===== src/rtl/mips_loader_dump_if.sv =====
// rtl/mips_loader_dump_if.sv - load, core-control and dump signal bundle for mips_loader_dump
interface mips_loader_dump_if #(
  parameter int ADDR_W = 10
);
  logic              start;
  logic              in_valid;
  logic              in_ready;
  logic [31:0]       in_data;
  logic              in_last;
  logic              mem_we;
  logic [ADDR_W-1:0] mem_addr;
  logic [31:0]       mem_wdata;
  logic              cpu_run;
  logic              cpu_halted;
  logic [4:0]        reg_raddr;
  logic [31:0]       reg_rdata;
  logic              out_valid;
  logic              out_ready;
  logic [31:0]       out_data;
  logic              out_last;
  logic              busy;
  logic              done;
  logic [1:0]        error;

  modport master (
    input  start, in_valid, in_data, in_last, cpu_halted, reg_rdata, out_ready,
    output in_ready, mem_we, mem_addr, mem_wdata, cpu_run, reg_raddr,
           out_valid, out_data, out_last, busy, done, error
  );

  modport slave (
    output start, in_valid, in_data, in_last, cpu_halted, reg_rdata, out_ready,
    input  in_ready, mem_we, mem_addr, mem_wdata, cpu_run, reg_raddr,
           out_valid, out_data, out_last, busy, done, error
  );
endinterface


===== src/rtl/mips_loader_dump.sv =====
// rtl/mips_loader_dump.sv - program loader, run supervisor and register dump for the MIPS32 core
// Writes a word stream from address 0, runs the core until HLT or timeout, then streams R0..NREGS-1.
module mips_loader_dump #(
  parameter int MEM_DEPTH   = 1024,
  parameter int ADDR_W      = 10,
  parameter int NREGS       = 32,
  parameter int RUN_TIMEOUT = 0
) (
  input  logic               clk1,
  input  logic               rst_n,
  mips_loader_dump_if.master bus
);
  typedef enum logic [2:0] {
    S_IDLE,
    S_LOAD,
    S_RUN,
    S_DUMP,
    S_DONE
  } state_t;

  state_t            state_q, state_d;
  logic [ADDR_W-1:0] wptr_q, wptr_d;
  logic [31:0]       cnt_q, cnt_d;
  logic [5:0]        idx_q, idx_d;
  logic              mem_we_q, mem_we_d;
  logic [ADDR_W-1:0] mem_addr_q, mem_addr_d;
  logic [31:0]       mem_wdata_q, mem_wdata_d;
  logic              cpu_run_q, cpu_run_d;
  logic              out_valid_q, out_valid_d;
  logic              out_last_q, out_last_d;
  logic [31:0]       out_data_q, out_data_d;
  logic              done_q, done_d;
  logic [1:0]        error_q, error_d;
  logic              hs;
  logic              timeout;

  assign hs      = (state_q == S_LOAD) && bus.in_valid;
  assign timeout = (RUN_TIMEOUT != 0) && (cnt_q == 32'(RUN_TIMEOUT));

  always_comb begin
    state_d     = state_q;
    wptr_d      = wptr_q;
    cnt_d       = cnt_q;
    idx_d       = idx_q;
    mem_we_d    = 1'b0;
    mem_addr_d  = mem_addr_q;
    mem_wdata_d = mem_wdata_q;
    out_valid_d = out_valid_q;
    out_last_d  = out_last_q;
    out_data_d  = out_data_q;
    done_d      = done_q;
    error_d     = error_q;

    case (state_q)
      S_IDLE, S_DONE: begin
        if (bus.start) begin
          state_d = S_LOAD;
          done_d  = 1'b0;
          error_d = 2'b00;
          wptr_d  = '0;
          idx_d   = '0;
          cnt_d   = '0;
        end
      end
      S_LOAD: begin
        if (hs) begin
          mem_we_d    = 1'b1;
          mem_addr_d  = wptr_q;
          mem_wdata_d = bus.in_data;
          wptr_d      = wptr_q + ADDR_W'(1);
          if (bus.in_last) begin
            state_d = S_RUN;
          end else if (wptr_q == ADDR_W'(MEM_DEPTH - 1)) begin
            // Memory full with no end marker: abandon the session without running the core.
            error_d[0] = 1'b1;
            done_d     = 1'b1;
            state_d    = S_DONE;
          end
        end
      end
      S_RUN: begin
        cnt_d = cnt_q + 32'd1;
        if (bus.cpu_halted) begin
          state_d = S_DUMP;
        end else if (timeout) begin
          error_d[1] = 1'b1;
          state_d    = S_DUMP;
        end
      end
      S_DUMP: begin
        if (out_valid_q && bus.out_ready && out_last_q) begin
          out_valid_d = 1'b0;
          out_last_d  = 1'b0;
          done_d      = 1'b1;
          state_d     = S_DONE;
        end else if (!out_valid_q || bus.out_ready) begin
          out_valid_d = 1'b1;
          out_data_d  = bus.reg_rdata;
          out_last_d  = (idx_q == 6'(NREGS - 1));
          idx_d       = idx_q + 6'd1;
        end
      end
      default: state_d = S_IDLE;
    endcase

    // One cycle behind the RUN state so the final memory write lands before the core fetches.
    cpu_run_d = (state_q == S_RUN) && (state_d == S_RUN);
  end

  always_ff @(posedge clk1 or negedge rst_n) begin
    if (!rst_n) begin
      state_q     <= S_IDLE;
      wptr_q      <= '0;
      cnt_q       <= '0;
      idx_q       <= '0;
      mem_we_q    <= 1'b0;
      mem_addr_q  <= '0;
      mem_wdata_q <= '0;
      cpu_run_q   <= 1'b0;
      out_valid_q <= 1'b0;
      out_last_q  <= 1'b0;
      out_data_q  <= '0;
      done_q      <= 1'b0;
      error_q     <= 2'b00;
    end else begin
      state_q     <= state_d;
      wptr_q      <= wptr_d;
      cnt_q       <= cnt_d;
      idx_q       <= idx_d;
      mem_we_q    <= mem_we_d;
      mem_addr_q  <= mem_addr_d;
      mem_wdata_q <= mem_wdata_d;
      cpu_run_q   <= cpu_run_d;
      out_valid_q <= out_valid_d;
      out_last_q  <= out_last_d;
      out_data_q  <= out_data_d;
      done_q      <= done_d;
      error_q     <= error_d;
    end
  end

  assign bus.in_ready  = (state_q == S_LOAD);
  assign bus.busy      = (state_q == S_LOAD) || (state_q == S_RUN) || (state_q == S_DUMP);
  assign bus.reg_raddr = (state_q == S_DUMP) ? idx_q[4:0] : 5'd0;
  assign bus.mem_we    = mem_we_q;
  assign bus.mem_addr  = mem_addr_q;
  assign bus.mem_wdata = mem_wdata_q;
  assign bus.cpu_run   = cpu_run_q;
  assign bus.out_valid = out_valid_q;
  assign bus.out_last  = out_last_q;
  assign bus.out_data  = out_data_q;
  assign bus.done      = done_q;
  assign bus.error     = error_q;
endmodule

===== src/flat_wrapper.sv =====
// flat-port wrapper written by rule: the top's interface ports become plain ports
module mips_loader_dump_flat 
#(
  parameter int MEM_DEPTH   = 1024,
  parameter int ADDR_W      = 10,
  parameter int NREGS       = 32,
  parameter int RUN_TIMEOUT = 0
)
  (clk1, rst_n, bus_start, bus_in_valid, bus_in_data, bus_in_last, bus_cpu_halted, bus_reg_rdata, bus_out_ready, bus_in_ready, bus_mem_we, bus_mem_addr, bus_mem_wdata, bus_cpu_run, bus_reg_raddr, bus_out_valid, bus_out_data, bus_out_last, bus_busy, bus_done, bus_error);
  mips_loader_dump_if #(.ADDR_W(ADDR_W)) bus_i ();
  input  logic clk1;
  input  logic rst_n;
  input wire logic [$bits(bus_i.start)-1:0] bus_start;
  input wire logic [$bits(bus_i.in_valid)-1:0] bus_in_valid;
  input wire logic [$bits(bus_i.in_data)-1:0] bus_in_data;
  input wire logic [$bits(bus_i.in_last)-1:0] bus_in_last;
  input wire logic [$bits(bus_i.cpu_halted)-1:0] bus_cpu_halted;
  input wire logic [$bits(bus_i.reg_rdata)-1:0] bus_reg_rdata;
  input wire logic [$bits(bus_i.out_ready)-1:0] bus_out_ready;
  output wire logic [$bits(bus_i.in_ready)-1:0] bus_in_ready;
  output wire logic [$bits(bus_i.mem_we)-1:0] bus_mem_we;
  output wire logic [$bits(bus_i.mem_addr)-1:0] bus_mem_addr;
  output wire logic [$bits(bus_i.mem_wdata)-1:0] bus_mem_wdata;
  output wire logic [$bits(bus_i.cpu_run)-1:0] bus_cpu_run;
  output wire logic [$bits(bus_i.reg_raddr)-1:0] bus_reg_raddr;
  output wire logic [$bits(bus_i.out_valid)-1:0] bus_out_valid;
  output wire logic [$bits(bus_i.out_data)-1:0] bus_out_data;
  output wire logic [$bits(bus_i.out_last)-1:0] bus_out_last;
  output wire logic [$bits(bus_i.busy)-1:0] bus_busy;
  output wire logic [$bits(bus_i.done)-1:0] bus_done;
  output wire logic [$bits(bus_i.error)-1:0] bus_error;
  assign bus_i.start = bus_start;
  assign bus_i.in_valid = bus_in_valid;
  assign bus_i.in_data = bus_in_data;
  assign bus_i.in_last = bus_in_last;
  assign bus_i.cpu_halted = bus_cpu_halted;
  assign bus_i.reg_rdata = bus_reg_rdata;
  assign bus_i.out_ready = bus_out_ready;
  assign bus_in_ready = bus_i.in_ready;
  assign bus_mem_we = bus_i.mem_we;
  assign bus_mem_addr = bus_i.mem_addr;
  assign bus_mem_wdata = bus_i.mem_wdata;
  assign bus_cpu_run = bus_i.cpu_run;
  assign bus_reg_raddr = bus_i.reg_raddr;
  assign bus_out_valid = bus_i.out_valid;
  assign bus_out_data = bus_i.out_data;
  assign bus_out_last = bus_i.out_last;
  assign bus_busy = bus_i.busy;
  assign bus_done = bus_i.done;
  assign bus_error = bus_i.error;
  mips_loader_dump #(.MEM_DEPTH(MEM_DEPTH), .ADDR_W(ADDR_W), .NREGS(NREGS), .RUN_TIMEOUT(RUN_TIMEOUT)) u_core (.clk1(clk1), .rst_n(rst_n), .bus(bus_i));
endmodule

===== config.mk =====
export PLATFORM = sky130hd
export DESIGN_NAME = mips_loader_dump_flat
export DESIGN_NICKNAME = d
export VERILOG_FILES = /design/src/rtl/mips_loader_dump_if.sv /design/src/rtl/mips_loader_dump.sv /design/src/flat_wrapper.sv
export SDC_FILE = /design/constraint.sdc
export NUM_CORES = 1
export LEC_CHECK = 0
export BUFFER_PORTS_ARGS = -buffer_cell sky130_fd_sc_hd__buf_4
export CAP_MARGIN = 20
export CORE_MARGIN = 3
export CORE_UTILIZATION = 49
export CTS_CLUSTER_DIAMETER = 50
export DETAILED_ROUTE_END_ITERATION = 10
export PLACE_DENSITY = 0.83
export SLEW_MARGIN = 20
export SYNTH_ARGS = -nofsm -noshare
export SYNTH_HDL_FRONTEND = slang
export SYNTH_SLANG_ARGS = --single-unit

===== constraint.sdc =====
create_clock -name clk1 -period 2.2 [get_ports clk1]
set_input_delay 0.44 -clock clk1 [delete_from_list [all_inputs] [get_ports clk1]]
set_output_delay 0.44 -clock clk1 [all_outputs]
set_load 0.05 [all_outputs]

==> impl_metrics.toml <==
[sta]
fmax_mhz = 488
fin_crit_sh_pct = 93.1
finalHoldViolCount = 0
setup_viol = 0
slew_violations = 0
finalSetupTns_ps = 0
max_slew.worst_pin.slew_ps = 609
relSlewSlack_pct = 59.4
period_minus_slack_ps = 2050
skew_ps = 13.4
rsz0062_at_grt = "no"

[global_routing]
grt_pass1_vias = 3244
grt.overflow.total = 0
grt_pass1_wl_um = 15800
track_usage_pct = 20.3
antenna_found_initial = 0
grt_max_degree = 49

[setup_path]
crit_family = "flip-flops"
start_kind = "register"
slowest_stage = "dfrtp_1"
crit_type = "register to primary output"
critPathBufInv = 2
cp_cell_sequence = "or3b_1 -> inv_1 -> buf_4"
cp.required_ps = 1760
crit_path_end_kind = "primary output"
cp_slowest_stage_delay_ps = 500
path_max_fanout = 10
cp_data_arrival_time_ps = 1610

[clocking]
holdBufCountCts = 0
cts_buffers = 9
clockBufferDepth = 2
cts_setup_buffers = 0
cts_sinks = 99
cts_resized = 0
cts_tree = "done"
cts_root_buffer = "clkbuf_8"
cts.clk_slew.worst_paths_ps = 90
htree_levels = 3
clock_latency_ps = 350

[pwr]
p_int_mw = 4.53
p_leak_nw = 2.84
p_seq_share_pct = 33.2
vdd_drop_max_mv = 0.950
power.share.clock_pct = 11.3
cellPowerDensity_nw_per_um2 = 1630
pwr-share-comb_pct = 55.5
sw_frac_of_total_pct = 50.0
p_sw_mw = 4.53

[logic_synthesis]
ys_seq_elements = 99
syn_area_sq_um = 4110
synth_largest_area_cell = "dfrtp_1"
synth-async-reset-ratio_pct = 100
syn_nets = 458
synth_edf_count = 0
synth_top_area_share_pct = 60.3
synth.most_common_cell = "nand2_1"
syn_area_per_cell_sq_um = 10.7
synth_flop_cell = "dfrtp_1"
yosys-top-cells-area = "dfrtp_1 60%, nand2_1 12%, mux2_2 8.5%, xnor2_1 1.9%, nor2_1 1.7%"
yosys_warnings = 0
ys_seq_area_share_pct = 60.3
syn_inst = 385
synth_common_cells = "134 x nand2_1, 99 x dfrtp_1, 31 x mux2_2"
synthDistinctLibCells = 41

[drt]
drtPass1Iterations = 4
wirelength_um = 9680
vias = 3224
avgViaCountPerCell = 4.97
drc_errors = 0
wl_per_cell_um = 14.9
dr.first_iter.drc_count = 173
antenna_left = 0

[floorplan]
core_sq_um = 7930
die_area_sq_um = 9520
initial_utilization_pct = 51.8
die_h_um = 97.6
die_x_um = 97.6
row_count = 32
io_pins = 159

[placed_design]
port_buffers = 157
placed_cells = 633
post-dp-hpwl_um = 7280
gp_congestion = 0.944

[finish]
syn2layout_area_growth_pct = 34.9
fin_cells = 649
drive_gt1_share_pct = 39.3
n_antenna_cell = 0
nets = 615

[run_status]
status = "complete, no violations"

[worst_hold_path]
hold_path.class = "input port to asynchronous set/reset pin"

[run]
maxCapViolCount = 0
## path summary, 6_finish.rpt
kind	from	end	slack [ps]	cells past startpoint
max in group asynchronous	rst_n	u_core.idx_q[3]	1440	2
max reg2reg	u_core.state_q[2]	u_core.wptr_q[3]	410	6
min reg2reg	u_core.bus.mem_wdata[5]	u_core.bus.mem_wdata[5]	480	2
max	u_core.state_q[1]	bus_in_ready	150	3
min in group clk1	bus_cpu_halted	u_core.bus.cpu_run	270	2
min	rst_n	u_core.bus.mem_wdata[11]	100	1
## stage by stage
step	worst slack [ps]	cell area (sq um)	utilization, %	hold slack [ps]	power [mW]
6_report	151	5550	70.0	102	9.06
4_1_cts	80.3	5550	69.9	121	9.12
5_1_grt	70.6	5550	70.0	129	9.54
2_1_floorplan	382	4110	-	144	6.51
3_3_place_gp	489	5380	67.9	459	7.99
3_5_place_dp	445	5380	67.9	465	8.12
## routing by layer
metal  GRT usage [%]  share of wire, %  vias up
li1                -                 -     1567
met1            26.4                42     1545
met2            34.6                52       97
met3            3.59               4.4       15
met4            6.50               1.6        0
met5               0                 0        -
## cell type report
cell class / count / area [sq um]
sequential: 99 / 2480
fill: 610 / 2380
clock inverter: 4 / 27.5
timing repair buffer: 165 / 1260
multi-input combinational: 256 / 1470
clock buffer: 12 / 135
tap: 102 / 128
inverter: 11 / 41.3
## placed cells by master (no fill, tap or decap), types with 2 or more instances in the layout
cell        count
nor2_1         19
a211oi_1        3
nand3_1        10
clkbuf_8        9
o21a_1          2
and2_1          5
clkbuf_1        3
clkinvlp_4      3
nand2b_1        2
buf_4         163
ha_1            2
nor3_1          3
o2111ai_1       2
mux2_2         31
o21ai_0         6
dfrtp_1        98
nor4_1          5
xnor2_1         9
inv_1          10
nand4_1         2
nand2_1       134
buf_12          2
a21oi_1         2
xor2_1          2
## power by group through the flow
stage,Sequential (mW),Clock (mW),Combinational (mW)
after CTS,3.00,1.03,5.08
after detailed placement,3.04,0,5.08
after floorplan,5.15,0,1.36
after global placement,2.99,0,4.99
final,3.01,1.02,5.03
after global routing,3.12,1.12,5.29
## state kept, by name (all words and copies together), names as in the netlist, 3 cells and up
name and count:
u_core.bus.mem_wdata 32, u_core.state_q 3, u_core.bus.mem_addr 10, u_core.idx_q 6
u_core.bus.out_data 32, u_core.wptr_q 10
## cell families after synthesis
logic type / count (synthesis) / share of synthesized area, %
simple gates: 185 / 19.0
flops: 99 / 60.3
mux: 33 / 9.01
buf+inv: 30 / 4.02
compound gates: 24 / 4.63
xor+xnor: 11 / 2.34
fa+ha+maj: 2 / 0.609
other cells: 1 / 0.0912
Note: power is estimated with default switching activity, not from simulation.
